File: config.mk
export PLATFORM = sky130hd
export DESIGN_NAME = data_mem_arbiter_flat
export DESIGN_NICKNAME = d
export VERILOG_FILES = /design/src/rtl/data_mem_arbiter_pkg.sv /design/src/rtl/data_mem_arbiter_if.sv /design/src/rtl/rd_return_tracker.sv /design/src/rtl/data_mem_arbiter.sv /design/src/flat_wrapper.sv
export SDC_FILE = /design/constraint.sdc
export NUM_CORES = 1
export LEC_CHECK = 0
export BUFFER_PORTS_ARGS = -buffer_cell sky130_fd_sc_hd__buf_2
export CORE_AREA = 2 2 116 118
export CTS_BUF_LIST = sky130_fd_sc_hd__clkbuf_8 sky130_fd_sc_hd__clkbuf_16
export CTS_CLUSTER_DIAMETER = 80
export CTS_CLUSTER_SIZE = 25
export DETAILED_ROUTE_END_ITERATION = 10
export DIE_AREA = 0 0 118 120
export PLACE_DENSITY = 0.44
export SYNTH_ARGS = -nofsm -noshare
export SYNTH_HDL_FRONTEND = slang
export SYNTH_HIERARCHICAL = 1
export SYNTH_SLANG_ARGS = --single-unit
File: constraint.sdc
create_clock -name clk -period 3 [get_ports clk]
set_clock_uncertainty 0.15 [all_clocks]
set_input_delay 0.6 -clock clk [delete_from_list [all_inputs] [get_ports clk]]
set_output_delay 0.6 -clock clk [all_outputs]
set_load 0.05 [all_outputs]
File: src/rtl/data_mem_arbiter_pkg.sv
// Shared types and constants for the two-master data memory arbiter.
package data_mem_arbiter_pkg;

    typedef enum logic [1:0] {
        IDLE,
        OWN_CPU,
        OWN_AUX
    } owner_state_e;

    // Port indices, also used as the encoding of the last-served flag.
    localparam logic CPU = 1'b0;
    localparam logic AUX = 1'b1;

endpackage

File: src/rtl/data_mem_arbiter_if.sv
// Bundles the CPU, auxiliary master and shared RAM signals around the arbiter.
interface data_mem_arbiter_if #(
    parameter int unsigned AW = 32,
    parameter int unsigned DW = 32
);
    logic          cpu_req;
    logic          cpu_we;
    logic [AW-1:0] cpu_addr;
    logic [DW-1:0] cpu_wdata;
    logic          cpu_gnt;
    logic          cpu_rvalid;
    logic [DW-1:0] cpu_rdata;

    logic          aux_req;
    logic          aux_we;
    logic [AW-1:0] aux_addr;
    logic [DW-1:0] aux_wdata;
    logic          aux_gnt;
    logic          aux_rvalid;
    logic [DW-1:0] aux_rdata;

    logic          mem_we;
    logic [AW-1:0] mem_addr;
    logic [DW-1:0] mem_wdata;
    logic [DW-1:0] mem_rdata;

    // Arbiter side.
    modport slave (
        input  cpu_req, cpu_we, cpu_addr, cpu_wdata,
        output cpu_gnt, cpu_rvalid, cpu_rdata,
        input  aux_req, aux_we, aux_addr, aux_wdata,
        output aux_gnt, aux_rvalid, aux_rdata,
        output mem_we, mem_addr, mem_wdata,
        input  mem_rdata
    );

    // Masters and RAM side.
    modport master (
        output cpu_req, cpu_we, cpu_addr, cpu_wdata,
        input  cpu_gnt, cpu_rvalid, cpu_rdata,
        output aux_req, aux_we, aux_addr, aux_wdata,
        input  aux_gnt, aux_rvalid, aux_rdata,
        input  mem_we, mem_addr, mem_wdata,
        output mem_rdata
    );

endinterface

File: src/rtl/rd_return_tracker.sv
// Remembers which port issued a read so the RAM data one cycle later is flagged on that port.
module rd_return_tracker
    import data_mem_arbiter_pkg::*;
(
    input  logic clk,
    input  logic reset,
    input  logic rd_issue,
    input  logic rd_port,
    output logic cpu_rvalid,
    output logic aux_rvalid
);

    logic valid_q;
    logic port_q;

    always_ff @(posedge clk or negedge reset) begin
        if (!reset) begin
            valid_q <= 1'b0;
            port_q  <= CPU;
        end else begin
            valid_q <= rd_issue;
            port_q  <= rd_port;
        end
    end

    assign cpu_rvalid = valid_q && (port_q == CPU);
    assign aux_rvalid = valid_q && (port_q == AUX);

endmodule

File: src/rtl/data_mem_arbiter.sv
// Arbitrates the CPU and auxiliary master onto one data RAM port with a bounded burst
// length, so neither master can starve the other beyond MAX_BURST consecutive grants.
module data_mem_arbiter
    import data_mem_arbiter_pkg::*;
#(
    parameter int unsigned AW        = 32,
    parameter int unsigned DW        = 32,
    parameter int unsigned MAX_BURST = 8
) (
    input  logic                clk,
    input  logic                reset,
    data_mem_arbiter_if.slave   bus
);

    localparam int unsigned CntW = $clog2(MAX_BURST + 1);
    localparam logic [CntW-1:0] CntMax = CntW'(MAX_BURST);

    owner_state_e    state_q, state_d;
    logic [CntW-1:0] cnt_q, cnt_d;
    logic            last_q, last_d;

    logic          sel_cpu, sel_aux;
    logic          gnt_cpu, gnt_aux;
    logic          mem_we;
    logic [AW-1:0] mem_addr;
    logic [DW-1:0] mem_wdata;
    logic          rd_issue;
    logic          rd_port;

    always_comb begin
        sel_cpu = 1'b0;
        sel_aux = 1'b0;
        unique case (state_q)
            OWN_CPU: begin
                // Owner keeps the port until the burst limit, and only yields then if the
                // other master is actually waiting.
                if (bus.cpu_req && (cnt_q < CntMax || !bus.aux_req)) begin
                    sel_cpu = 1'b1;
                end else if (bus.aux_req) begin
                    sel_aux = 1'b1;
                end
            end
            OWN_AUX: begin
                if (bus.aux_req && (cnt_q < CntMax || !bus.cpu_req)) begin
                    sel_aux = 1'b1;
                end else if (bus.cpu_req) begin
                    sel_cpu = 1'b1;
                end
            end
            default: begin
                if (bus.cpu_req && bus.aux_req) begin
                    sel_cpu = (last_q == AUX);
                    sel_aux = (last_q == CPU);
                end else begin
                    sel_cpu = bus.cpu_req;
                    sel_aux = bus.aux_req;
                end
            end
        endcase
    end

    // Grants are masked while reset is asserted so no transfer can leak through.
    assign gnt_cpu = sel_cpu & reset;
    assign gnt_aux = sel_aux & reset;

    always_comb begin
        state_d = state_q;
        cnt_d   = cnt_q;
        last_d  = last_q;
        if (sel_cpu) begin
            state_d = OWN_CPU;
            last_d  = CPU;
            if (state_q == OWN_CPU) begin
                cnt_d = (cnt_q < CntMax) ? cnt_q + 1'b1 : cnt_q;
            end else begin
                cnt_d = CntW'(1);
            end
        end else if (sel_aux) begin
            state_d = OWN_AUX;
            last_d  = AUX;
            if (state_q == OWN_AUX) begin
                cnt_d = (cnt_q < CntMax) ? cnt_q + 1'b1 : cnt_q;
            end else begin
                cnt_d = CntW'(1);
            end
        end else begin
            state_d = IDLE;
            cnt_d   = '0;
        end
    end

    always_ff @(posedge clk or negedge reset) begin
        if (!reset) begin
            state_q <= IDLE;
            cnt_q   <= '0;
            last_q  <= AUX;
        end else begin
            state_q <= state_d;
            cnt_q   <= cnt_d;
            last_q  <= last_d;
        end
    end

    always_comb begin
        mem_we    = 1'b0;
        mem_addr  = '0;
        mem_wdata = '0;
        if (gnt_cpu) begin
            mem_we    = bus.cpu_we;
            mem_addr  = bus.cpu_addr;
            mem_wdata = bus.cpu_wdata;
        end else if (gnt_aux) begin
            mem_we    = bus.aux_we;
            mem_addr  = bus.aux_addr;
            mem_wdata = bus.aux_wdata;
        end
    end

    assign rd_issue = (gnt_cpu && !bus.cpu_we) || (gnt_aux && !bus.aux_we);
    assign rd_port  = gnt_aux ? AUX : CPU;

    rd_return_tracker u_rd_return_tracker (
        .clk        (clk),
        .reset      (reset),
        .rd_issue   (rd_issue),
        .rd_port    (rd_port),
        .cpu_rvalid (bus.cpu_rvalid),
        .aux_rvalid (bus.aux_rvalid)
    );

    assign bus.cpu_gnt   = gnt_cpu;
    assign bus.aux_gnt   = gnt_aux;
    assign bus.mem_we    = mem_we;
    assign bus.mem_addr  = mem_addr;
    assign bus.mem_wdata = mem_wdata;
    assign bus.cpu_rdata = bus.mem_rdata;
    assign bus.aux_rdata = bus.mem_rdata;

endmodule

File: src/flat_wrapper.sv
// flat-port wrapper written by rule: the top's interface ports become plain ports
module data_mem_arbiter_flat import data_mem_arbiter_pkg::*;
#(
    parameter int unsigned AW        = 32,
    parameter int unsigned DW        = 32,
    parameter int unsigned MAX_BURST = 8
)
  (clk, reset, bus_cpu_req, bus_cpu_we, bus_cpu_addr, bus_cpu_wdata, bus_cpu_gnt, bus_cpu_rvalid, bus_cpu_rdata, bus_aux_req, bus_aux_we, bus_aux_addr, bus_aux_wdata, bus_aux_gnt, bus_aux_rvalid, bus_aux_rdata, bus_mem_we, bus_mem_addr, bus_mem_wdata, bus_mem_rdata);
  data_mem_arbiter_if #(.AW(AW), .DW(DW)) bus_i ();
  input  logic clk;
  input  logic reset;
  input wire logic [$bits(bus_i.cpu_req)-1:0] bus_cpu_req;
  input wire logic [$bits(bus_i.cpu_we)-1:0] bus_cpu_we;
  input wire logic [$bits(bus_i.cpu_addr)-1:0] bus_cpu_addr;
  input wire logic [$bits(bus_i.cpu_wdata)-1:0] bus_cpu_wdata;
  output wire logic [$bits(bus_i.cpu_gnt)-1:0] bus_cpu_gnt;
  output wire logic [$bits(bus_i.cpu_rvalid)-1:0] bus_cpu_rvalid;
  output wire logic [$bits(bus_i.cpu_rdata)-1:0] bus_cpu_rdata;
  input wire logic [$bits(bus_i.aux_req)-1:0] bus_aux_req;
  input wire logic [$bits(bus_i.aux_we)-1:0] bus_aux_we;
  input wire logic [$bits(bus_i.aux_addr)-1:0] bus_aux_addr;
  input wire logic [$bits(bus_i.aux_wdata)-1:0] bus_aux_wdata;
  output wire logic [$bits(bus_i.aux_gnt)-1:0] bus_aux_gnt;
  output wire logic [$bits(bus_i.aux_rvalid)-1:0] bus_aux_rvalid;
  output wire logic [$bits(bus_i.aux_rdata)-1:0] bus_aux_rdata;
  output wire logic [$bits(bus_i.mem_we)-1:0] bus_mem_we;
  output wire logic [$bits(bus_i.mem_addr)-1:0] bus_mem_addr;
  output wire logic [$bits(bus_i.mem_wdata)-1:0] bus_mem_wdata;
  input wire logic [$bits(bus_i.mem_rdata)-1:0] bus_mem_rdata;
  assign bus_i.cpu_req = bus_cpu_req;
  assign bus_i.cpu_we = bus_cpu_we;
  assign bus_i.cpu_addr = bus_cpu_addr;
  assign bus_i.cpu_wdata = bus_cpu_wdata;
  assign bus_cpu_gnt = bus_i.cpu_gnt;
  assign bus_cpu_rvalid = bus_i.cpu_rvalid;
  assign bus_cpu_rdata = bus_i.cpu_rdata;
  assign bus_i.aux_req = bus_aux_req;
  assign bus_i.aux_we = bus_aux_we;
  assign bus_i.aux_addr = bus_aux_addr;
  assign bus_i.aux_wdata = bus_aux_wdata;
  assign bus_aux_gnt = bus_i.aux_gnt;
  assign bus_aux_rvalid = bus_i.aux_rvalid;
  assign bus_aux_rdata = bus_i.aux_rdata;
  assign bus_mem_we = bus_i.mem_we;
  assign bus_mem_addr = bus_i.mem_addr;
  assign bus_mem_wdata = bus_i.mem_wdata;
  assign bus_i.mem_rdata = bus_mem_rdata;
  data_mem_arbiter #(.AW(AW), .DW(DW), .MAX_BURST(MAX_BURST)) u_core (.clk(clk), .reset(reset), .bus(bus_i));
endmodule
### Word level (Yosys, flattened, before mapping)

Index checks and enable logic that the tools add are counted.
Widths: inputs -> output; s select.

* divide/modulo/power cells: 0
* equal/unequal tests: 2
* shifts and indexed selects: 0
* magnitude comparators: 1
* bitwise gates (word level): 4
* multiplexer cells: 26
* reduce and logical (&&, ||, !) cells: 15
* $add $sub $neg: 1
* multipliers: 0

Operators with widths (number)
* $mux 32: 4
* $mux 4: 5
* $mux 1: 13
* $logic_and 1x1->1: 7
* $add 4x1->4 const B: 1
* $logic_not 1->1: 4
* $lt 4x4->1 const B: 1
* $mux 2: 2
* $pmux 1 s2: 2
* $logic_or 1x1->1: 3
* $and 1x1->1: 2
* $eq 2x1->1 const B: 1
* $eq 2x2->1 const B: 1
* $not 1->1: 2
* $reduce_bool 2->1: 1

* input port bits: 166
* latch bits: 0
* memories: 0
* output and inout port bits: 133
* word-level logic and storage cells: 54
* memory bits (read-only): 0
* bits in writable memories: 0
* register bits after elaboration: 9

### Depth between registers and ports, before layout

* word-level depth: 8
* depth in mapped cells: 9
* mapped depth without buffers: 7

### Hierarchy

Netlist, hierarchy kept.

Modules (own cells, without submodules)
* data_mem_arbiter: sequential area each 176.4 µm², instances 1, cells each 198, area each 1689.1 µm²
* rd_return_tracker: sequential area each 50.0 µm², instances 1, cells each 4, area each 66.3 µm²

### Worst setup path before layout

OpenSTA, ideal clock, no wires.

* path kind: reg-to-output
* start: reg u_core.state_q[0]
* end: out bus_mem_addr[22]
* stages on the path, launching flop included: 9
* slack: -179 ps
* data required time: 2250 ps
* buffers on the path: 1
* data arrival time: 2429 ps
* cell sequence: dfrtp_1 > inv_1 > ha_1 > nand2b_1 > o32a_1 > nand3_1 > inv_2 > clkbuf_1 > a22o_1

* elaborated cells on any way between the ends: 8
* classes of those cells: eq/ne (2); mux (4); bitwise (2)

RTL lines
* start, declared: line data_mem_arbiter.sv:18 `owner_state_e state_q, state_d;`
* start signal, assigned: line data_mem_arbiter.sv:98 `state_q <= state_d;`
* $eq 2x2->1 / $eq 2x1->1 (equally long branches): line data_mem_arbiter.sv:33 `unique case (state_q)`
* $pmux 1 s2 *: line data_mem_arbiter.sv:33
* $and 1x1->1 *: line data_mem_arbiter.sv:63 `assign gnt_cpu = sel_cpu & reset;`
* named net bus_cpu_gnt: line flat_wrapper.sv:16 `output wire logic [$bits(bus_i.cpu_gnt)-1:0] bus_cpu_gnt;`
* $mux 32 *: line data_mem_arbiter.sv:108 `if (gnt_cpu) begin`
* end, declared: line flat_wrapper.sv:27 `output wire logic [$bits(bus_i.mem_addr)-1:0] bus_mem_addr;`

The timed path passes the listed nets; every way through them passes the cells marked *.

### Final worst setup path

* start: reg u_core.state_q[0]
* end: out bus_mem_addr[14]

* cells in the longest elaborated chain, start to end: 5
* elaborated cells on any way between the ends: 8
* classes of those cells: eq/ne (2); mux (4); bitwise (2)

RTL lines
* $eq 2x2->1 / $eq 2x1->1 (equally long branches): line data_mem_arbiter.sv:33
* $pmux 1 s2: line data_mem_arbiter.sv:33
* $and 1x1->1: line data_mem_arbiter.sv:64 `assign gnt_aux = sel_aux & reset;`
* $mux 32: line data_mem_arbiter.sv:112 `end else if (gnt_aux) begin`
* $mux 32 *: line data_mem_arbiter.sv:108

Every way passes the cells marked *; elsewhere a longest branch is shown, timed or not.

==> metrics.md <==
| Metric | Value |
|---|---|
| Worst min-delay path category | `input port to async pin` |
| Crit path kind | `flip-flop to output port` |
| Total Wirelength | `8290 um` |
| Fin cells | `524` |
| WP data arrival | `2.25 ns` |
| Net Count, Synth | `371` |
| Tcrit/Tclk final | `100%` |
| Pre-CTS WS | `-0.0700 ns` |
| Clock buffer depth | `2` |
| Via-to-Cell Ratio | `4.22` |
| FF+latch count, synth | `9` |
| Layout cell share with drive strength beyond 1 | `70.4%` |
| Netlist cell types | `36` |
| DRC viols | `0` |
| Async SR Flop Fraction | `100%` |
| # IOs | `299` |
| Synth cell count leaders | `65 x a22o_1, 65 x buf_4, 8 x dfrtp_1` |
| Worst slew pin tran | `0.334 ns` |
| Static leakage | `1.65 nW` |
| Crit end category | `output port` |
| Mean post-synth cell area | `8.69 um2` |
| Post-route cell area | `0.00329 mm2` |
| CP cell instances | `inv_2 > ha_4 > nand2b_4 > o32a_1 > nand3_2 > inv_4 > buf_12 > a22o_4 > buf_6` |
| Via Count | `2,209` |
| M3 GR Usage | `2.95%` |
| Core ar. | `0.0130 mm2` |
| Port-buffer cells | `202` |
| DR WL/cell | `15.8 um` |
| Fin nets | `518` |
| Setup violations, final | `1` |
| Violated checks | `setup timing` |
| PD cells | `924 mW/mm2` |
| Total track usage | `10.0%` |
| Met1 usage | `10.0%` |
| Mapped Cells | `202` |
| CP Launch Type | `flip-flop` |
| H-tree levels | `1` |
| CP required | `2.25 ns` |
| TritonCTS clock tree | `done` |
| Fmax | `0.333 GHz` |
| Synthesized area | `0.00176 mm2` |
| Die W | `118 um` |
| Setup TNS | `-0.0000986 ns` |
| Post-place instance area | `0.00248 mm2` |
| Top cells by area, synth | `a22o_1 32%, buf_4 28%, dfrtp_1 11%, buf_8 4.3%, ha_1 2.1%` |
| Total CTS buffers | `3` |
| Number of global-route vias before repair | `2,176` |
| Min Tclk post-route | `3.00 ns` |
| Setup slack after layout | `-0.0000986 ns` |
| Initial Util | `13.5%` |
| CP max-delay cell | `dfrtp_1` |
| Seq/Total Area, Yosys | `12.9%` |
| Root Buffer | `clkbuf_16` |
| Clock insertion delay at the later pin of the skew report | `0.23 ns` |
| Pins Over Slew Limit | `0` |
| DRT iter0 DRCs | `101` |
| Routed Antenna Nets | `0` |
| Largest stage delay on the critical path | `0.38 ns` |
| First-pass GRT wire length | `11,400 um` |
| CP max FO | `26` |
| Post-CTS Hold Buffers | `0` |
| Hold slack | `0.223 ns` |
| DP HPWL | `5550 um` |
| Power Total | `3.04 mW` |
| Warnings, synthesis | `6` |
| Final Core Density | `25.3%` |
| Routability congestion estimate | `0.855` |
| Headroom to the max-slew limit | `77.7%` |
| Fin. Hold Viols | `0` |
| Area grow syn2layout | `87.2%` |
| CTS Sinks | `9` |
| Die Height | `120 um` |
| Antenna violations before repair | `0` |
| Largest net degree at the start of global routing | `41` |
| Clock slew at reported path FFs | `0.04 ns` |
| Max-cap violations | `0` |
| GR Util met2 | `20.0%` |
| Yosys top cell area share | `32.4%` |
| GR Overflow Total | `0` |
| Cells after DPL | `508` |
| IR drop worst, VDD | `0.208 mV` |
| Cell taking the most area after synthesis | `a22o_1` |
| RSZ-0062 raised after global routing | `true` |
| Global routing's busiest layer | `met2` |
| Outcome | `finished with violations` |
| Post-synth EDFFs | `0` |
| Die ar. | `0.0142 mm2` |
| ANT cells | `0` |
| 1st-pass router iterations | `4` |
| Top_reg_cell synth | `dfrtp_1` |
| Core Rows | `42` |
## cell families after synthesis
group | count (synthesis) | share of synthesized area [%]
xor+xnor | 2 | 0.998
flops | 9 | 12.9
simple gates | 14 | 4.21
fa+ha+maj | 3 | 2.14
compound gates | 83 | 41.6
buf+inv | 89 | 37.1
mux | 2 | 1.14
## power breakdown
part           internal [mW]  leakage [nW]  switching (mW)
registers              0.167         0.116          0.0364
clock network          0.174        0.0423          0.0583
logic                   1.05          1.49            1.55
total                   1.39          1.65            1.64
## final timing paths
check | slack (ns) | cells past startpoint | to | from
max | -0.0001 | 9 | bus_mem_addr[14] | u_core/state_q[0]
min | 0.22 | 2 | u_core/state_q[0] | reset
max reg2reg | 0.95 | 7 | u_core/cnt_q[0] | u_core/state_q[0]
min reg2reg | 0.36 | 2 | u_core/last_q | u_core/last_q
max in group asynchronous | 2.26 | 2 | u_core/last_q | reset
min in group clk | 0.36 | 2 | u_core/last_q | u_core/last_q
## per-layer routing
metal | vias up | part of all wire [%]
li1 | 992 | -
met1 | 1038 | 36
met2 | 156 | 54
met3 | 23 | 8.7
met4 | 0 | 1.8
met5 | - | 0
## layout make-up
| type | instances | area, um2 |
|---|---|---|
| repair buffers | 223 | 1740 |
| fillers | 1377 | 9690 |
| clock buffers | 3 | 75.1 |
| multi-input cells | 104 | 992 |
| inverters | 8 | 32.5 |
| clock inverters | 1 | 3.75 |
| well taps | 176 | 220 |
| flip-flops and latches | 9 | 226 |
## layout by cell type, fill, tap and decap left out, drive strengths merged, types with 2 or more instances in the layout
cell type / instances
ha: 3
a21oi: 2
nand3: 2
a22o: 65
dfrtp: 8
buf: 221
inv: 9
nor2: 5
a31oi: 2
clkbuf: 5
mux2i: 2
o32ai: 2
a211oi: 3
nand2b: 2
## flip-flops by register name (all words and copies together), names as in the netlist
register                            count
u_core/cnt_q                            4
u_core/last_q                           1
u_core/state_q                          2
u_core/u_rd_return_tracker/port_q       1
u_core/u_rd_return_tracker/valid_q      1
## worst max-delay path: cells and delay by family, from the launching register on
| kind | cells | cell delay, ns |
|---|---|---|
| AOI/OAI and AO/OA | 2 | 0.65 |
| adders and majority gates | 1 | 0.22 |
| buffers and inverters | 4 | 0.47 |
| DFF | 1 | 0.38 |
| and+or+nand+nor | 2 | 0.27 |
## timing repair
action                                  in CTS  in global routing
gates cloned                                 2                  3
resized for setup                          122                 29
endpoints found under the setup margin      65                 65
pin swaps                                    6                  5
setup buffers                                6                  1
(Power assumes the default switching activity.)
